## src/rtl/mii_rx_decoder_if.sv

```systemverilog
// Bus bundle for mii_rx_decoder: 64-bit MII receive words in, realigned frame beats out.
// The master side drives the MII words; the slave side is the decoder.
interface mii_rx_decoder_if;
    logic        i_valid;
    logic [63:0] i_mii_rx_d;
    logic [7:0]  i_mii_rx_c;

    logic [63:0] o_data;
    logic        o_data_valid;
    logic [7:0]  o_byte_en;
    logic        o_sof;
    logic        o_eof;
    logic [15:0] o_frame_len;
    logic        o_frame_err;
    logic [31:0] o_frame_count;
    logic [31:0] o_err_count;

    modport master (
        output i_valid, i_mii_rx_d, i_mii_rx_c,
        input  o_data, o_data_valid, o_byte_en, o_sof, o_eof,
               o_frame_len, o_frame_err, o_frame_count, o_err_count
    );

    modport slave (
        input  i_valid, i_mii_rx_d, i_mii_rx_c,
        output o_data, o_data_valid, o_byte_en, o_sof, o_eof,
               o_frame_len, o_frame_err, o_frame_count, o_err_count
    );
endinterface

```

## src/rtl/mii_rx_decoder.sv

```systemverilog
// 64-bit MII receive decoder: strips FB/FD, realigns frame bytes to lane 0, flags runt/oversize/bad control.
// Define MII_RX_STATS_EN to build the good/errored frame counters; otherwise both counter ports read 0.
module mii_rx_decoder #(
    parameter int unsigned MIN_FRAME_BYTES = 71,
    parameter int unsigned MAX_FRAME_BYTES = 1525,
    parameter logic [7:0]  IDLE_CODE       = 8'h07,
    parameter logic [7:0]  START_CODE      = 8'hFB,
    parameter logic [7:0]  EOF_CODE        = 8'hFD
) (
    input  logic            clk,
    input  logic            i_rst,
    mii_rx_decoder_if.slave bus
);
    localparam logic [16:0] MIN_LEN  = 17'(MIN_FRAME_BYTES);
    localparam logic [16:0] MAX_LEN  = 17'(MAX_FRAME_BYTES);
    localparam logic [15:0] DROP_LEN = 16'(MAX_FRAME_BYTES + 1);

    typedef enum logic [1:0] {IDLE, DATA, FLUSH, DROP} state_t;

    state_t      r_state,    w_state;
    logic [55:0] r_hold,     w_hold;
    logic [15:0] r_len,      w_len;
    logic        r_first,    w_first;
    logic [7:0]  r_flush_be, w_flush_be;

    logic [63:0] r_data,      w_data;
    logic        r_valid,     w_valid;
    logic [7:0]  r_be,        w_be;
    logic        r_sof,       w_sof;
    logic        r_eof,       w_eof;
    logic        r_err,       w_err;
    logic [15:0] r_frame_len, w_frame_len;

    logic [2:0]  w_k;
    logic [7:0]  w_k_byte;
    logic [16:0] w_total;
    logic [15:0] w_total_sat;
    logic [16:0] w_len_plus8;
    logic        w_runt;
    logic        w_flush_runt;
    logic        w_unused_idle_code;

    function automatic logic [63:0] lane_mask(input logic [7:0] be);
        logic [63:0] m;
        for (int i = 0; i < 8; i++) m[8*i +: 8] = {8{be[i]}};
        return m;
    endfunction

    // IDLE ends a frame in error like any other non-FD control; it needs no decode of its own.
    assign w_unused_idle_code = ^IDLE_CODE;

    // Lowest control lane decides how the word terminates the frame.
    always_comb begin
        w_k = 3'd0;
        for (int i = 7; i >= 0; i--) begin
            if (bus.i_mii_rx_c[i]) w_k = 3'(i);
        end
    end

    assign w_k_byte     = 8'(bus.i_mii_rx_d >> {w_k, 3'b000});
    assign w_total      = {1'b0, r_len} + {14'd0, w_k};
    assign w_total_sat  = w_total[16] ? 16'hFFFF : w_total[15:0];
    assign w_len_plus8  = {1'b0, r_len} + 17'd8;
    assign w_runt       = w_total < MIN_LEN;
    assign w_flush_runt = {1'b0, r_len} < MIN_LEN;

    always_comb begin
        // NOTE: every signal gets a default first, so no branch can leave one unassigned and infer a latch.
        w_state     = r_state;
        w_hold      = r_hold;
        w_len       = r_len;
        w_first     = r_first;
        w_flush_be  = r_flush_be;
        w_valid     = 1'b0;
        w_data      = '0;
        w_be        = '0;
        w_sof       = 1'b0;
        w_eof       = 1'b0;
        w_err       = 1'b0;
        w_frame_len = '0;

        if (bus.i_valid) begin
            unique case (r_state)
                IDLE: begin
                    if (bus.i_mii_rx_c[0] && bus.i_mii_rx_d[7:0] == START_CODE) begin
                        if (bus.i_mii_rx_c[7:1] == 7'd0) begin
                            w_hold  = bus.i_mii_rx_d[63:8];
                            w_len   = 16'd7;
                            w_first = 1'b1;
                            w_state = DATA;
                        end else begin
                            w_valid = 1'b1;
                            w_sof   = 1'b1;
                            w_eof   = 1'b1;
                            w_err   = 1'b1;
                        end
                    end
                end

                DATA: begin
                    if (bus.i_mii_rx_c == 8'd0) begin
                        if (w_len_plus8 > MAX_LEN) begin
                            w_state = DROP;
                        end else begin
                            w_valid = 1'b1;
                            w_data  = {bus.i_mii_rx_d[7:0], r_hold};
                            w_be    = 8'hFF;
                            w_sof   = r_first;
                            w_first = 1'b0;
                            w_len   = w_len_plus8[15:0];
                            w_hold  = bus.i_mii_rx_d[63:8];
                        end
                    end else if (w_k_byte != EOF_CODE) begin
                        w_valid     = 1'b1;
                        w_data      = {8'h00, r_hold};
                        w_be        = 8'h7F;
                        w_sof       = r_first;
                        w_first     = 1'b0;
                        w_eof       = 1'b1;
                        w_err       = 1'b1;
                        w_frame_len = r_len;
                        w_state     = IDLE;
                    end else if (w_total > MAX_LEN) begin
                        // Tail pushes the frame past the limit: close it exactly like a DROP exit.
                        w_valid     = 1'b1;
                        w_sof       = r_first;
                        w_first     = 1'b0;
                        w_eof       = 1'b1;
                        w_err       = 1'b1;
                        w_frame_len = DROP_LEN;
                        w_state     = IDLE;
                    end else begin
                        w_valid = 1'b1;
                        w_sof   = r_first;
                        w_first = 1'b0;
                        case (w_k)
                            3'd0: begin
                                w_data      = {8'h00, r_hold};
                                w_be        = 8'h7F;
                                w_eof       = 1'b1;
                                w_err       = w_runt;
                                w_frame_len = w_total_sat;
                                w_state     = IDLE;
                            end
                            3'd1: begin
                                w_data      = {bus.i_mii_rx_d[7:0], r_hold};
                                w_be        = 8'hFF;
                                w_eof       = 1'b1;
                                w_err       = w_runt;
                                w_frame_len = w_total_sat;
                                w_state     = IDLE;
                            end
                            default: begin
                                w_data     = {bus.i_mii_rx_d[7:0], r_hold};
                                w_be       = 8'hFF;
                                w_hold     = bus.i_mii_rx_d[63:8];
                                w_len      = w_total_sat;
                                w_flush_be = (8'd1 << (w_k - 3'd1)) - 8'd1;
                                w_state    = FLUSH;
                            end
                        endcase
                    end
                end

                FLUSH: begin
                    w_valid     = 1'b1;
                    w_data      = {8'h00, r_hold} & lane_mask(r_flush_be);
                    w_be        = r_flush_be;
                    w_eof       = 1'b1;
                    w_err       = w_flush_runt;
                    w_frame_len = r_len;
                    w_state     = IDLE;
                end

                DROP: begin
                    if (bus.i_mii_rx_c != 8'd0) begin
                        w_valid     = 1'b1;
                        w_sof       = r_first;
                        w_first     = 1'b0;
                        w_eof       = 1'b1;
                        w_err       = 1'b1;
                        w_frame_len = DROP_LEN;
                        w_state     = IDLE;
                    end
                end
            endcase
        end
    end

    // NOTE: non-blocking assignments here so every register samples the pre-edge values computed above.
    always_ff @(posedge clk or posedge i_rst) begin
        if (i_rst) begin
            r_state     <= IDLE;
            r_hold      <= '0;
            r_len       <= '0;
            r_first     <= 1'b0;
            r_flush_be  <= '0;
            r_valid     <= 1'b0;
            r_data      <= '0;
            r_be        <= '0;
            r_sof       <= 1'b0;
            r_eof       <= 1'b0;
            r_err       <= 1'b0;
            r_frame_len <= '0;
        end else begin
            r_state     <= w_state;
            r_hold      <= w_hold;
            r_len       <= w_len;
            r_first     <= w_first;
            r_flush_be  <= w_flush_be;
            r_valid     <= w_valid;
            r_data      <= w_data;
            r_be        <= w_be;
            r_sof       <= w_sof;
            r_eof       <= w_eof;
            r_err       <= w_err;
            r_frame_len <= w_frame_len;
        end
    end

    assign bus.o_data       = r_data;
    assign bus.o_data_valid = r_valid;
    assign bus.o_byte_en    = r_be;
    assign bus.o_sof        = r_sof;
    assign bus.o_eof        = r_eof;
    assign bus.o_frame_err  = r_err;
    assign bus.o_frame_len  = r_frame_len;

`ifdef MII_RX_STATS_EN
    logic [31:0] r_frame_count;
    logic [31:0] r_err_count;

    // Counters step on the same edge that registers the eof beat.
    always_ff @(posedge clk or posedge i_rst) begin
        if (i_rst) begin
            r_frame_count <= '0;
            r_err_count   <= '0;
        end else if (w_eof) begin
            if (w_err) r_err_count   <= r_err_count + 32'd1;
            else       r_frame_count <= r_frame_count + 32'd1;
        end
    end

    assign bus.o_frame_count = r_frame_count;
    assign bus.o_err_count   = r_err_count;
`else
    assign bus.o_frame_count = '0;
    assign bus.o_err_count   = '0;
`endif
endmodule

```

## src/flat_wrapper.sv

```systemverilog
// flat-port wrapper written by rule: the top's interface ports become plain ports
module mii_rx_decoder_flat 
#(
    parameter int unsigned MIN_FRAME_BYTES = 71,
    parameter int unsigned MAX_FRAME_BYTES = 1525,
    parameter logic [7:0]  IDLE_CODE       = 8'h07,
    parameter logic [7:0]  START_CODE      = 8'hFB,
    parameter logic [7:0]  EOF_CODE        = 8'hFD
)
  (clk, i_rst, bus_i_valid, bus_i_mii_rx_d, bus_i_mii_rx_c, bus_o_data, bus_o_data_valid, bus_o_byte_en, bus_o_sof, bus_o_eof, bus_o_frame_len, bus_o_frame_err, bus_o_frame_count, bus_o_err_count);
  mii_rx_decoder_if bus_i ();
  input  logic clk;
  input  logic i_rst;
  input wire logic [$bits(bus_i.i_valid)-1:0] bus_i_valid;
  input wire logic [$bits(bus_i.i_mii_rx_d)-1:0] bus_i_mii_rx_d;
  input wire logic [$bits(bus_i.i_mii_rx_c)-1:0] bus_i_mii_rx_c;
  output wire logic [$bits(bus_i.o_data)-1:0] bus_o_data;
  output wire logic [$bits(bus_i.o_data_valid)-1:0] bus_o_data_valid;
  output wire logic [$bits(bus_i.o_byte_en)-1:0] bus_o_byte_en;
  output wire logic [$bits(bus_i.o_sof)-1:0] bus_o_sof;
  output wire logic [$bits(bus_i.o_eof)-1:0] bus_o_eof;
  output wire logic [$bits(bus_i.o_frame_len)-1:0] bus_o_frame_len;
  output wire logic [$bits(bus_i.o_frame_err)-1:0] bus_o_frame_err;
  output wire logic [$bits(bus_i.o_frame_count)-1:0] bus_o_frame_count;
  output wire logic [$bits(bus_i.o_err_count)-1:0] bus_o_err_count;
  assign bus_i.i_valid = bus_i_valid;
  assign bus_i.i_mii_rx_d = bus_i_mii_rx_d;
  assign bus_i.i_mii_rx_c = bus_i_mii_rx_c;
  assign bus_o_data = bus_i.o_data;
  assign bus_o_data_valid = bus_i.o_data_valid;
  assign bus_o_byte_en = bus_i.o_byte_en;
  assign bus_o_sof = bus_i.o_sof;
  assign bus_o_eof = bus_i.o_eof;
  assign bus_o_frame_len = bus_i.o_frame_len;
  assign bus_o_frame_err = bus_i.o_frame_err;
  assign bus_o_frame_count = bus_i.o_frame_count;
  assign bus_o_err_count = bus_i.o_err_count;
  mii_rx_decoder #(.MIN_FRAME_BYTES(MIN_FRAME_BYTES), .MAX_FRAME_BYTES(MAX_FRAME_BYTES), .IDLE_CODE(IDLE_CODE), .START_CODE(START_CODE), .EOF_CODE(EOF_CODE)) u_core (.clk(clk), .i_rst(i_rst), .bus(bus_i));
endmodule
```

## config.mk

```make
export PLATFORM = sky130hd
export DESIGN_NAME = mii_rx_decoder_flat
export DESIGN_NICKNAME = d
export VERILOG_FILES = /design/src/rtl/mii_rx_decoder_if.sv /design/src/rtl/mii_rx_decoder.sv /design/src/flat_wrapper.sv
export SDC_FILE = /design/constraint.sdc
export NUM_CORES = 1
export LEC_CHECK = 0
export ABC_CLOCK_PERIOD_IN_PS = 10600
export CORE_MARGIN = 2
export CORE_UTILIZATION = 30
export CTS_BUF_LIST = sky130_fd_sc_hd__clkbuf_2
export DETAILED_ROUTE_END_ITERATION = 12
export DONT_BUFFER_PORTS = 1
export RECOVER_POWER = 50
export SLEW_MARGIN = 20
export SYNTH_ARGS = -nofsm -noshare
export SYNTH_HDL_FRONTEND = slang
export SYNTH_SLANG_ARGS = --single-unit
```

## constraint.sdc

```tcl
create_clock -name clk -period 10.6 [get_ports clk]
set_input_delay 1.06 -clock clk [delete_from_list [all_inputs] [get_ports clk]]
set_output_delay 1.06 -clock clk [all_outputs]
set_load 0.01 [all_outputs]
```

==> insert_results.sql <==
INSERT INTO impl_metrics (metric_group, metric, value, unit) VALUES
('timing', 'timing.final.crit_share', '0.459', ''),
('finish', 'design_area', '8840', 'um2'),
('global_route', 'grt_pass1_wl', '33300', 'um'),
('timing', 'max_clock_freq', '0.206', 'GHz'),
('power', 'vdd.ir_drop.worst', '0.0637', 'mV'),
('synthesis', 'ys_dominant_reg_cell', 'dfrtp_1', ''),
('floorplan', 'num_rows', '61', ''),
('synthesis', 'synth_seq_area_share', '0.517', ''),
('clock_tree', 'h_tree_level_count', '4', ''),
('global_route', 'first_global_vias', '5425', ''),
('synthesis', 'synth_enable_flop_cells', '0', ''),
('timing', 'period_needed', '4.86', 'ns'),
('placed_design', 'dp.final_hpwl', '15800', 'um'),
('min_path', 'min_path_type', 'input pin to flop', ''),
('drt', 'detail_route.drc_violations', '0', ''),
('drt', 'detail_route.iter0.violations', '514', ''),
('run_status', 'outcome', 'finished, violations left', ''),
('drt', 'dr_total_vias', '5777', ''),
('drt', 'drt_first_pass_iters', '5', ''),
('clock_tree', 'clk_pin_slew', '0.31', 'ns'),
('power', 'power_per_cell_area', '218', 'nW/um2'),
('drt', 'routed_via_density', '5.00', ''),
('worst_setup_path', 'crit_chain', 'or4_1 > and3_1 > ha_1 > a21oi_1 > nor2_1 > xnor2_1 > a41oi_1 > o211ai_4 > nor3_2 > o21ai_4 > buf_4 > mux2_2', ''),
('worst_setup_path', 'critical_path.startpoint_type', 'input pin', ''),
('clock_tree', 'hold_buffers', '0', ''),
('placed_design', 'gp_congestion', '0.881', ''),
('floorplan', 'core_area', '27800', 'um2'),
('power', 'fin_total_pwr', '0.00193', 'W'),
('synthesis', 'distinct_cell_type_count_of_the_synthesized_netlist', '73', ''),
('timing', 'grt_setup_unrepaired', 'false', ''),
('timing', 'final_critical_path_setup_slack', '5.74', 'ns'),
('finish', 'fin_util', '0.318', ''),
('finish', 'drive_above_1_share', '0.137', ''),
('global_route', 'grt_antenna_before_repair', '1', ''),
('worst_setup_path', 'crit_path_end_kind', 'flop', ''),
('floorplan', 'design.die.area', '29600', 'um2'),
('clock_tree', 'post_cts.repair.setup_buffers', '0', ''),
('finish', 'layout_commonest_cell', 'dfrtp_1', ''),
('timing', 'finalMaxSlewViolations', '106', ''),
('global_route', 'grt_start_max_net_pins', '106', ''),
('floorplan', 'starting_utilization_of_the_core_area', '0.305', ''),
('worst_setup_path', 'worst_ep_arrival_time', '5.49', 'ns'),
('drt', 'm1WireLength', '8850', 'um'),
('clock_tree', 'cts_root_buf', 'clkbuf_2', ''),
('drt', 'wl_met2', '10900', 'um'),
('clock_tree', 'tritoncts', 'yes', ''),
('worst_setup_path', 'critPathBufInv', '1', ''),
('synthesis', 'synthCells', '772', ''),
('run_status', 'failed_checks', 'max-capacitance violations, max-slew violations', ''),
('synthesis', 'fraction_of_synthesis_flops_using_an_asynchronous_set_or_reset_pin', '1.00', ''),
('floorplan', 'die_span_y', '172', 'um'),
('global_route', 'groute.usage.overall', '0.149', ''),
('timing', 'timing_hold_violations_final', '0', ''),
('placed_design', 'port-buffer-count', '0', ''),
('placed_design', 'placement.cell_area', '8610', 'um2'),
('drt', 'wirelength_per_cell', '18.8', 'um'),
('clock_tree', 'clock-sinks', '175', ''),
('clock_tree', 'cts_inserted_buffers', '17', ''),
('timing', 'worst_margin_slew', '4.69', 'ns'),
('drt', 'met3RoutedLength', '1800', 'um'),
('placed_design', 'dp_worst_setup_slack', '5.04', 'ns'),
('floorplan', 'io_pins', '231', ''),
('timing', 'finalClockSkew', '0.0543', 'ns'),
('worst_setup_path', 'cp_top_family', 'compound AO/OA/AOI/OAI gates', ''),
('job', 'drv_cap', '1', ''),
('timing', 'fin_setup_tns', '0', 'ns'),
('floorplan', 'die_w', '172', 'um'),
('clock_tree', 'clock_insertion_delay_at_the_later_pin_of_the_skew_report', '0.76', 'ns'),
('drt', 'dr.max_layer_used', 'met4', ''),
('synthesis', 'mappedNetlistArea', '8470', 'um2'),
('finish', 'mostFrequentLayoutCells', 'dfrtp_1, conb_1, nor2b_1, mux2_2, nand2_1', '');
==> where the power goes <==
group	total, W	switching [W]	internal (W)
Clock	0.000339	0.000266	0.0000736
Sequential	0.00101	0.000145	0.000865
Combinational	0.000575	0.000314	0.000261
==> metrics by stage <==
stage          hold WS, ns  instances
4_1_cts              0.253       1154
3_3_place_gp         0.463       1122
6_report             0.402       1155
3_5_place_dp         0.459       1122
5_1_grt              0.248       1155
2_1_floorplan        0.441        835
==> final timing paths <==
path	from	end	slack [ns]	cells past startpoint
min reg2reg	u_core.r_hold[18]	u_core.bus.o_data[18]	0.51	1
min	bus_i_mii_rx_d[2]	u_core.bus.o_data[58]	0.40	1
min in group asynchronous	i_rst	u_core.bus.o_byte_en[3]	1.56	1
max reg2reg	u_core.r_len[0]	u_core.r_hold[18]	6.13	11
max	bus_i_mii_rx_c[5]	u_core.r_hold[18]	5.74	12
max in group asynchronous	i_rst	u_core.bus.o_frame_len[5]	6.62	2
==> per-layer routing <==
layer,track usage,vias up
li1,-,2590
met1,0.181,2902
met2,0.255,267
met3,0.0472,18
met4,0.0395,0
met5,0,-
==> cells in the mapped netlist (4+ instances only) <==
master     number  area share
dfrtp_1       175        0.52
buf_4          67       0.059
nor2b_1        59       0.044
mux2_2         54       0.072
nand2_1        42       0.019
nor2_1         37       0.016
a21oi_1        28       0.017
o21ai_0        23       0.014
and3_1         20       0.015
clkbuf_1       20      0.0089
inv_1          20      0.0089
nand4_1        16       0.012
a31oi_1        14       0.010
nand3_1        12      0.0071
ha_1           11       0.016
nor3_1         10      0.0059
buf_2           9      0.0053
nand2b_1        9      0.0066
and2_1          8      0.0059
mux2_1          8       0.011
o22a_1          8      0.0083
xnor2_1         8      0.0083
a22oi_1         7      0.0062
nand4b_1        7      0.0072
nor4_1          7      0.0052
xor2_1          6      0.0062
a2111oi_0       5      0.0052
a211oi_1        5      0.0044
a21o_1          5      0.0044
o31ai_1         5      0.0044
mux2i_1         4      0.0047
or3_1           4      0.0030
==> worst reg2reg max path, stage by stage (launching register included) <==
cell      delay (ns)
dfrtp_1         0.52
ha_1            0.27
fa_1            0.41
a21oi_1         0.58
nor2_1          0.11
xnor2_1         0.39
a41oi_1         0.27
o211ai_4        0.37
nor3_2          0.13
o21ai_4         0.12
buf_4           0.70
mux2_2          0.51
==> cell type report <==
cell class	instances	area, um2
fill	2867	18900
sequential	175	4380
multi-input combinational	541	3620
tap	378	473
clock inverter	15	148
clock buffer	17	85.1
inverter	21	80.1
timing repair buffer	7	52.6
antenna	1	2.50
==> state kept, by name (all words and copies together) (netlist names), 2 cells and up <==
signal and count:
u_core.bus.o_data 64, u_core.r_flush_be 8, u_core.r_hold 56, u_core.bus.o_frame_len 16, u_core.r_len 16, u_core.bus.o_byte_en 8, u_core.r_state 2
==> cells by family after synthesis <==
kind of cell | after synthesis | synth area share
other | 1 | 0.000443
adder cells (fa/ha/maj) | 12 | 0.0186
AND/OR/NAND/NOR | 247 | 0.163
AO/OA/AOI/OAI | 138 | 0.116
flip-flops | 175 | 0.517
buffers and inverters | 119 | 0.0838
multiplexers | 66 | 0.0872
XOR/XNOR | 14 | 0.0145
Power figures use the tool's default switching activity.
